==> src/rtl/regs_wport_arbiter.sv <==
// regs_wport_arbiter
// Shares the register file's single write port among the WB stage, a
// one-entry MDU result buffer and the debug write interface.
// Priority is WB > buffered MDU result > debug. The buffer contents are
// exposed for forwarding. If WB traffic keeps the buffer from draining for
// too long, a pipeline stall is requested so that a WB bubble appears.

module regs_wport_arbiter #(
    parameter int REG_ADDR_WIDTH = 5,
    parameter int CPU_WIDTH      = 32,
    parameter int STARVE_LIMIT   = 4
) (
    input  logic                      clk_i,
    input  logic                      rst_i,

    input  logic                      wb_wen_i,
    input  logic [REG_ADDR_WIDTH-1:0] wb_waddr_i,
    input  logic [CPU_WIDTH-1:0]      wb_wdata_i,

    input  logic                      mdu_valid_i,
    output logic                      mdu_ready_o,
    input  logic [REG_ADDR_WIDTH-1:0] mdu_waddr_i,
    input  logic [CPU_WIDTH-1:0]      mdu_wdata_i,

    input  logic                      dbg_req_i,
    input  logic [REG_ADDR_WIDTH-1:0] dbg_waddr_i,
    input  logic [CPU_WIDTH-1:0]      dbg_wdata_i,
    output logic                      dbg_ack_o,

    output logic                      reg_wen_o,
    output logic [REG_ADDR_WIDTH-1:0] reg_waddr_o,
    output logic [CPU_WIDTH-1:0]      reg_wdata_o,

    output logic                      pend_valid_o,
    output logic [REG_ADDR_WIDTH-1:0] pend_addr_o,
    output logic [CPU_WIDTH-1:0]      pend_data_o,

    output logic                      pipe_stall_o
);

    // The counter must be able to hold STARVE_LIMIT itself.
    localparam int CNT_W = (STARVE_LIMIT < 1) ? 1 : $clog2(STARVE_LIMIT + 1);
    localparam logic [CNT_W-1:0] LIMIT = CNT_W'(STARVE_LIMIT);

    typedef enum logic [1:0] {
        DBG_IDLE     = 2'd0,
        DBG_ACK      = 2'd1,
        DBG_WAIT_LOW = 2'd2
    } dbgState_t;

    // One-entry MDU buffer
    logic                      bufFull_q, bufFull_d;
    logic [REG_ADDR_WIDTH-1:0] bufAddr_q, bufAddr_d;
    logic [CPU_WIDTH-1:0]      bufData_q, bufData_d;

    // Starvation tracking
    logic [CNT_W-1:0]          starveCnt_q, starveCnt_d;
    logic                      stall_q, stall_d;

    // Debug handshake
    dbgState_t                 dbgState_q, dbgState_d;

    // Per-cycle arbitration decisions
    logic                      mduAccept;
    logic                      bufDrain;
    logic                      bufBlocked;
    logic                      dbgGrant;

    // Write-port selection
    logic                      selValid;
    logic [REG_ADDR_WIDTH-1:0] selAddr;
    logic [CPU_WIDTH-1:0]      selData;

    // While reset is asserted no source is granted, so nothing that is about
    // to be discarded can leak into the register file.
    always_comb begin
        mduAccept  = mdu_valid_i && !bufFull_q;
        bufDrain   = bufFull_q && !wb_wen_i;
        bufBlocked = bufFull_q && wb_wen_i;
        dbgGrant   = (dbgState_q == DBG_IDLE) && dbg_req_i && !wb_wen_i
                     && !bufFull_q && !rst_i;
    end

    // Pick the write-port source by fixed priority WB > buffer > debug.
    always_comb begin
        selValid = 1'b0;
        selAddr  = '0;
        selData  = '0;
        if (!rst_i) begin
            if (wb_wen_i) begin
                selValid = 1'b1;
                selAddr  = wb_waddr_i;
                selData  = wb_wdata_i;
            end else if (bufDrain) begin
                selValid = 1'b1;
                selAddr  = bufAddr_q;
                selData  = bufData_q;
            end else if (dbgGrant) begin
                selValid = 1'b1;
                selAddr  = dbg_waddr_i;
                selData  = dbg_wdata_i;
            end
        end
    end

    // x0 is hardwired: the source is still consumed but the enable is dropped.
    always_comb begin
        reg_wen_o   = selValid && (selAddr != '0);
        reg_waddr_o = selAddr;
        reg_wdata_o = selData;
    end

    // Buffer next state: capture on accept, release on drain. The contents
    // are kept after a drain so the forwarding outputs stay stable.
    always_comb begin
        bufFull_d = bufFull_q;
        bufAddr_d = bufAddr_q;
        bufData_d = bufData_q;
        if (mduAccept) begin
            bufFull_d = 1'b1;
            bufAddr_d = mdu_waddr_i;
            bufData_d = mdu_wdata_i;
        end else if (bufDrain) begin
            bufFull_d = 1'b0;
        end
    end

    // Count blocked cycles, saturating at the limit; raise the stall on the
    // edge where the limit is reached and drop it on the drain edge.
    always_comb begin
        starveCnt_d = starveCnt_q;
        stall_d     = stall_q;
        if (bufDrain) begin
            starveCnt_d = '0;
            stall_d     = 1'b0;
        end else if (bufBlocked && (starveCnt_q != LIMIT)) begin
            starveCnt_d = starveCnt_q + CNT_W'(1);
            if (starveCnt_d == LIMIT) begin
                stall_d = 1'b1;
            end
        end
    end

    // Debug four-phase handshake: write on grant, ack one cycle, wait for the
    // request to drop so a held request cannot cause a second write.
    always_comb begin
        dbgState_d = dbgState_q;
        case (dbgState_q)
            DBG_IDLE: begin
                if (dbgGrant) begin
                    dbgState_d = DBG_ACK;
                end
            end
            DBG_ACK: begin
                dbgState_d = DBG_WAIT_LOW;
            end
            DBG_WAIT_LOW: begin
                if (!dbg_req_i) begin
                    dbgState_d = DBG_IDLE;
                end
            end
            default: begin
                dbgState_d = DBG_IDLE;
            end
        endcase
    end

    // State registers with synchronous reset; reset discards any buffered
    // result and abandons an in-flight debug handshake.
    always_ff @(posedge clk_i) begin
        if (rst_i) begin
            bufFull_q   <= 1'b0;
            bufAddr_q   <= '0;
            bufData_q   <= '0;
            starveCnt_q <= '0;
            stall_q     <= 1'b0;
            dbgState_q  <= DBG_IDLE;
        end else begin
            bufFull_q   <= bufFull_d;
            bufAddr_q   <= bufAddr_d;
            bufData_q   <= bufData_d;
            starveCnt_q <= starveCnt_d;
            stall_q     <= stall_d;
            dbgState_q  <= dbgState_d;
        end
    end

    // Status outputs come straight from registers; the ack is suppressed
    // while reset is held so an abandoned handshake never acknowledges.
    always_comb begin
        mdu_ready_o  = !bufFull_q;
        pend_valid_o = bufFull_q;
        pend_addr_o  = bufAddr_q;
        pend_data_o  = bufData_q;
        pipe_stall_o = stall_q;
        dbg_ack_o    = (dbgState_q == DBG_ACK) && !rst_i;
    end

endmodule

==> config.mk <==
export PLATFORM = sky130hd
export DESIGN_NAME = regs_wport_arbiter
export DESIGN_NICKNAME = d
export VERILOG_FILES = /design/src/rtl/regs_wport_arbiter.sv
export SDC_FILE = /design/constraint.sdc
export NUM_CORES = 1
export LEC_CHECK = 0
export ABC_AREA = 0
export CORE_AREA = 2 2 75 77
export DETAILED_ROUTE_END_ITERATION = 12
export DIE_AREA = 0 0 77 79
export DONT_BUFFER_PORTS = 1
export HOLD_SLACK_MARGIN = 0.1
export PLACE_DENSITY = 0.63
export SLEW_MARGIN = 20
export SYNTH_ARGS = -nofsm -noshare
export SYNTH_HDL_FRONTEND = slang
export SYNTH_SLANG_ARGS = --single-unit
==> constraint.sdc <==
create_clock -name clk_i -period 2.25 [get_ports clk_i]
set_input_delay 0.1125 -clock clk_i [delete_from_list [all_inputs] [get_ports clk_i]]
set_output_delay 0.1125 -clock clk_i [all_outputs]
set_load 0.01 [all_outputs]
=== Word level (Yosys, flattened, before mapping) ===
Index checks and enable logic that the tools add are counted.

* Input bits: 116
* Logic and storage cells: 49
* Bits in latches: 0
* Memories: 0
* Bits in read-only memories: 0
* RAM bits: 0
* Register bits: 44

* Bitwise logic cells: 0
* Reduce and logical (&&, ||, !) cells: 19
* Divide/modulo/power cells: 0
* Order comparisons: 0
* $add $sub $neg: 1
* Equality and inequality tests: 6
* Shifts and indexed selects: 0
* Muxes and demuxes: 17
* Multipliers: 0

{| class="wikitable"
|+ Operator list
! cell !! number
|-
| 2-to-1 mux 32 bit || 4
|-
| 2-to-1 mux 5 bit || 4
|-
| logical AND 1 bit || 10
|-
| 2-to-1 mux 1 bit || 6
|-
| case mux 2 bit (3 select lines) || 1
|-
| nonzero test 5 bit || 1
|-
| 2-to-1 mux 2 bit || 2
|-
| != test 2 bit (second input constant) || 2
|-
| AND reduction 2 bit || 2
|-
| adder 3 x 1 -> 3 bit (second input constant) || 1
|-
| == test 3 bit (second input constant) || 1
|-
| logical NOT 1 bit || 3
|-
| != test 3 bit (second input constant) || 1
|-
| == test 2 x 1 -> 1 bit (second input constant) || 1
|-
| == test 2 bit (second input constant) || 1
|-
| logical NOT 2 bit || 1
|-
| nonzero test 2 bit || 1
|-
| OR reduction 2 bit || 1
|}

=== Longest topological paths before layout ===
* Word-level depth: 11
* Depth in mapped cells: 7

=== Least setup slack after synthesis ===
No wires, ideal clock.

* Path type: register -> output
* From: register bufFull_q (netlist: pend_valid_o)
* To: output reg_wen_o
* Arrival time: 1.758 ns
* Cell stages (with the launch flop): 7
* Path slack: 0.380 ns
* Path buffers: 2
* Cell sequence: dfxtp_1 -> buf_6 -> or4b_4 -> buf_6 -> o31a_1 -> nor3_2 -> or4_1

* Cells in the longest elaborated chain, start to end: 9
* Elaborated cells between the ends (all ways): 14
* Those cells by class: 8 x mux; 6 x reduce/logical

{| class="wikitable"
|+ RTL lines
! what !! line !! RTL
|-
| start: declaration || 52 || <nowiki>logic bufFull_q, bufFull_d;</nowiki>
|-
| start signal: assignment || 179 || <nowiki>bufFull_q <= bufFull_d;</nowiki>
|-
| logical NOT 1 bit || 81 || <nowiki>&& !bufFull_q && !rst_i;</nowiki>
|-
| logical AND 1 bit (2 in series) || 81 ||
|-
| 2-to-1 mux 5 bit || 98 || <nowiki>end else if (dbgGrant) begin</nowiki>
|-
| 2-to-1 mux 5 bit (*) || 94 || <nowiki>end else if (bufDrain) begin</nowiki>
|-
| 2-to-1 mux 5 bit (*) || 90 || <nowiki>if (wb_wen_i) begin</nowiki>
|-
| 2-to-1 mux 5 bit (*) || 89 || <nowiki>if (!rst_i) begin</nowiki>
|-
| named net reg_waddr_o[1] || 31 || <nowiki>output logic [REG_ADDR_WIDTH-1:0] reg_waddr_o,</nowiki>
|-
| nonzero test 5 bit (*) || 108 || <nowiki>reg_wen_o = selValid && (selAddr != '0);</nowiki>
|-
| logical AND 1 bit (*) || 108 ||
|-
| end: declaration || 30 || <nowiki>output logic reg_wen_o,</nowiki>
|}

Mark *: on every way through the listed nets, which the timed path passes. The rest lies on a longest branch.

=== Worst setup path after layout ===
* From: register bufFull_q (netlist: pend_valid_o)
* To: output reg_wdata_o[4]

* Cells in the longest elaborated chain, start to end: 7
* Elaborated cells between the ends (all ways): 8
* Those cells by class: 4 x mux; 4 x reduce/logical

{| class="wikitable"
|+ RTL lines
! what !! line !! RTL
|-
| logical NOT 1 bit || 81 ||
|-
| logical AND 1 bit (2 in series) || 81 ||
|-
| 2-to-1 mux 32 bit || 98 ||
|-
| 2-to-1 mux 32 bit (*) || 94 ||
|-
| 2-to-1 mux 32 bit (*) || 90 ||
|-
| 2-to-1 mux 32 bit (*) || 89 ||
|-
| end: declaration || 32 || <nowiki>output logic [CPU_WIDTH-1:0] reg_wdata_o,</nowiki>
|}

Every way passes the cells marked *; elsewhere a longest branch is shown, timed or not.

==> results.yml <==
synthesis:
  syn-num-nets: 470
  ys_seq_area_share_pct: 34.8
  synthDominantCellAreaShare_pct: 34.8
  muxShareOfSynthArea_pct: 0.445
  post_synth_inst_count: 351
  seq_cells_post_synth: 44
  netlist_area_before_placement_um2: 2530
  synth_adder_area_share_pct: 1.48
  synth_top_family_by_area: "simple AND/OR/NAND/NOR gates"
  netlist_top_cells_area: "sky130_fd_sc_hd__dfxtp_1 (35%), sky130_fd_sc_hd__nand2_1 (11%), sky130_fd_sc_hd__a221oi_1 (11%)"
  synth_simple_gate_area_share_pct: 31.1
  synth_top_cell_by_area: "sky130_fd_sc_hd__dfxtp_1"
  synth-xor-area-share_pct: 0
  synth.avg_cell_area_um2: 7.21
  yosys_warnings: 0
  synth_cell_type_count: 27
  synth-compound-area-share_pct: 24.1
routing:
  number_of_vias_after_detailed_routing: 2755
  avgViaCountPerCell: 5.82
  wirelength_mm: 8.12
  drtIter0Drc: 203
  detail_route.drc_violations: 0
  final_antenna_net_count: 0
  dr.pass1.iters: 4
  wire_per_inst_um: 17.2
placed_design:
  dpl_worst_slack_ns: 0.436
  dp.cells: 425
  post-dp-hpwl_mm: 5.25
  buffer_ports.inserted: 0
  placer_s_final_routability_congestion_estimate: 0.872
  post_dp_cell_area_um2: 2770
finish:
  nets: 519
  layout-drive-gt1-share_pct: 13.2
  finish.cell_count_without_fillers: 473
  multi_input_comb_area_um2: 1450
  finalInstanceArea_um2: 3320
  final-seq-area_um2: 882
  antennaDiodeCount: 0
  syn_to_final_growth_pct: 31.1
  filler_cell_count: 466
timing:
  grt_setup_unrepaired: "true"
  slew_viol_final: 0
  max_freq_mhz: 459
  period_minus_slack_ns: 2.18
  finalHoldWorstSlack_ns: 0.128
  layout_worst_path_cycle_share_pct: 96.7
  post-route-worst-setup-slack_ns: 0.0735
  final-setup-viol-count: 0
  slew_limit_headroom_pct: 70.2
  hold_viol: 0
  finalSetupTns_ns: 0
  tightestPinTransition_ns: 0.444
  clock_skew_ns: 0.00799
setup_path:
  timing.critical_path.cells: "or4b_4, nor2_4, buf_4, a221oi_1, nor3_1, buf_4"
  cpLargestDelayFamily: "simple AND/OR/NAND/NOR gates"
  cp-start-kind: "flip-flop"
  worst_path_max_delay_cell: "sky130_fd_sc_hd__or4b_4"
  worst_path_fanout_max: 15
  critical_path.endpoint_type: "output pin"
  critPathRequiredTime_ns: 2.14
  critPathMaxStageDelay_ns: 0.57
  critical_path.most_common_cell: "sky130_fd_sc_hd__buf_4"
  cp.buffers_inverters: 2
  path_class: "reg -> out"
  crit_arrival_ns: 2.06
run:
  drv.max_cap_violation_count: 0
power:
  pwr-share-seq_pct: 45.6
  power.internal_mw: 1.42
  switching_share_of_power_pct: 27.0
  power.switching_mw: 0.525
  combinationalPowerShare_pct: 20.8
  clock_power_share_pct: 33.5
  total_leakage_power_nw: 1.30
  areal_power_density_over_the_cells_nw_per_um2: 586
  vdd.ir_drop.worst_uv: 355
grt:
  grt_max_degree: 77
  grt_antenna_before_repair: 0
  grt_util_all_layers_pct: 25.9
  grt_remaining_overflow: 0
  grt_pass1_wl_mm: 12.8
  number_of_global_route_vias_before_repair: 2587
floorplan:
  core.rowCount: 27
  design.portCount: 195
  fp.dieH_um: 79
  start_util_pct: 47.4
  area_of_the_core_um2: 5340
  dieWidth_um: 77
  die_area_um2: 6080
clocking:
  clockBufferDepth: 2
  htree_levels: 2
  cts_sinks: 44
  root_buf_cell: "sky130_fd_sc_hd__clkbuf_8"
  tritoncts: "built"
  cts_buffers: 5
  clock_slew_seen_by_the_registers_of_the_worst_setup_and_hold_paths_ns: 0.08
  clkLatencyLatePin_ns: 0.29
hold_path:
  min_path_type: "in -> reg"
outcome:
  outcome: "completed"
-- state kept, by name, summed over array words and instances (netlist names) --
| name | count |
|---|---|
| pipe_stall_o | 1 |
| pend_addr_o | 5 |
| dbgState_q | 2 |
| starveCnt_q | 3 |
| pend_data_o | 32 |
| pend_valid_o | 1 |
-- power by group through the flow --
stage	Sequential (mW)	Combinational, mW	Clock (mW)
global placement	0.904	0.321	0
CTS	0.886	0.401	0.664
detailed placement	0.905	0.327	0
global route	0.893	0.445	0.698
finish	0.887	0.405	0.651
floorplan	0.887	0.270	0
-- cells by family (layout without fill, tap and decap cells) --
logic type	count (synthesis)	in the layout
AOI/OAI and AO/OA	94	94
adders and majority gates	3	3
buffers and inverters	47	97
DFF	44	44
muxes	1	1
and+or+nand+nor	162	162
-- metrics by stage --
stage                     util, %  total power [mW]
after floorplan                 -              1.16
after global placement       51.8              1.23
after detailed placement     51.8              1.23
after CTS                    61.9              1.95
after global routing         62.1              2.04
final                        62.1              1.94
-- layout by cell type, fill, tap and decap left out, drive strengths merged, types with 6 or more instances in the layout --
| master | instances |
|---|---|
| a21oi | 55 |
| a221oi | 32 |
| buf | 38 |
| clkbuf | 7 |
| dfxtp | 44 |
| dlygate4sd3 | 39 |
| inv | 12 |
| nand2 | 76 |
| nor2 | 6 |
| nor2b | 34 |
| nor3 | 36 |
-- synthesized netlist by cell type (all sizes together) --
library cell and count:
o31a 1, clkbuf 21, inv 12, ha 3, buf 14, nand2 76
nor3 36, a31oi 1, mux2 1, and2 4, a22o 1, nor2 6
a21oi 55, nand3b 2, nand2b 1, o31ai 4, a221oi 32, nand3 1
dfxtp 44, or4 1, or4b 1, nor2b 34
-- worst register-to-register path, stage by stage, from the launching register on --
cell                            delay (ns)
sky130_fd_sc_hd__dfxtp_2              0.46
sky130_fd_sc_hd__inv_1                0.17
sky130_fd_sc_hd__nand2_1              0.31
sky130_fd_sc_hd__buf_12               0.23
sky130_fd_sc_hd__nand2_1              0.10
sky130_fd_sc_hd__a21oi_1              0.17
sky130_fd_sc_hd__dlygate4sd3_1        0.55
-- worst paths after layout --
path	startpoint	end	slack, ns	cells after the start
worst max-delay path	pend_valid_o	reg_wdata_o[4]	0.07	6
worst min-delay path	rst_i	pend_data_o[27]	0.13	2
worst max register to register	pend_valid_o	pend_data_o[3]	0.21	6
worst min register to register	dbgState_q[1]	dbgState_q[1]	0.52	2
-- timing repair --
| item | in CTS | in global routing |
|---|---|---|
| gates resized for setup | 0 | 3 |
| hold buffers | 40 | 0 |
| endpoints found under the setup margin | 0 | 6 |
| buffers inserted | 0 | 0 |
| hold endpoints to repair | 44 | 0 |
-- layer usage --
metal / vias up / global-route usage, % / wire, um
met2: 140 / 47.3 / 4240
met1: 1286 / 30.4 / 3130
met3: 6 / 6.14 / 685
met5: - / 0 / 0
met4: 0 / 7.32 / 64
li1: 1323 / - / -
-- layout make-up --
type / instances / share of cell area [%]
well taps: 72 / 2.72
repair buffers: 77 / 21.7
flip-flops and latches: 44 / 26.6
clock inverters: 1 / 0.906
clock buffers: 7 / 2.91
inverters: 12 / 1.36
multi-input cells: 260 / 43.8
(Power assumes the default switching activity.)
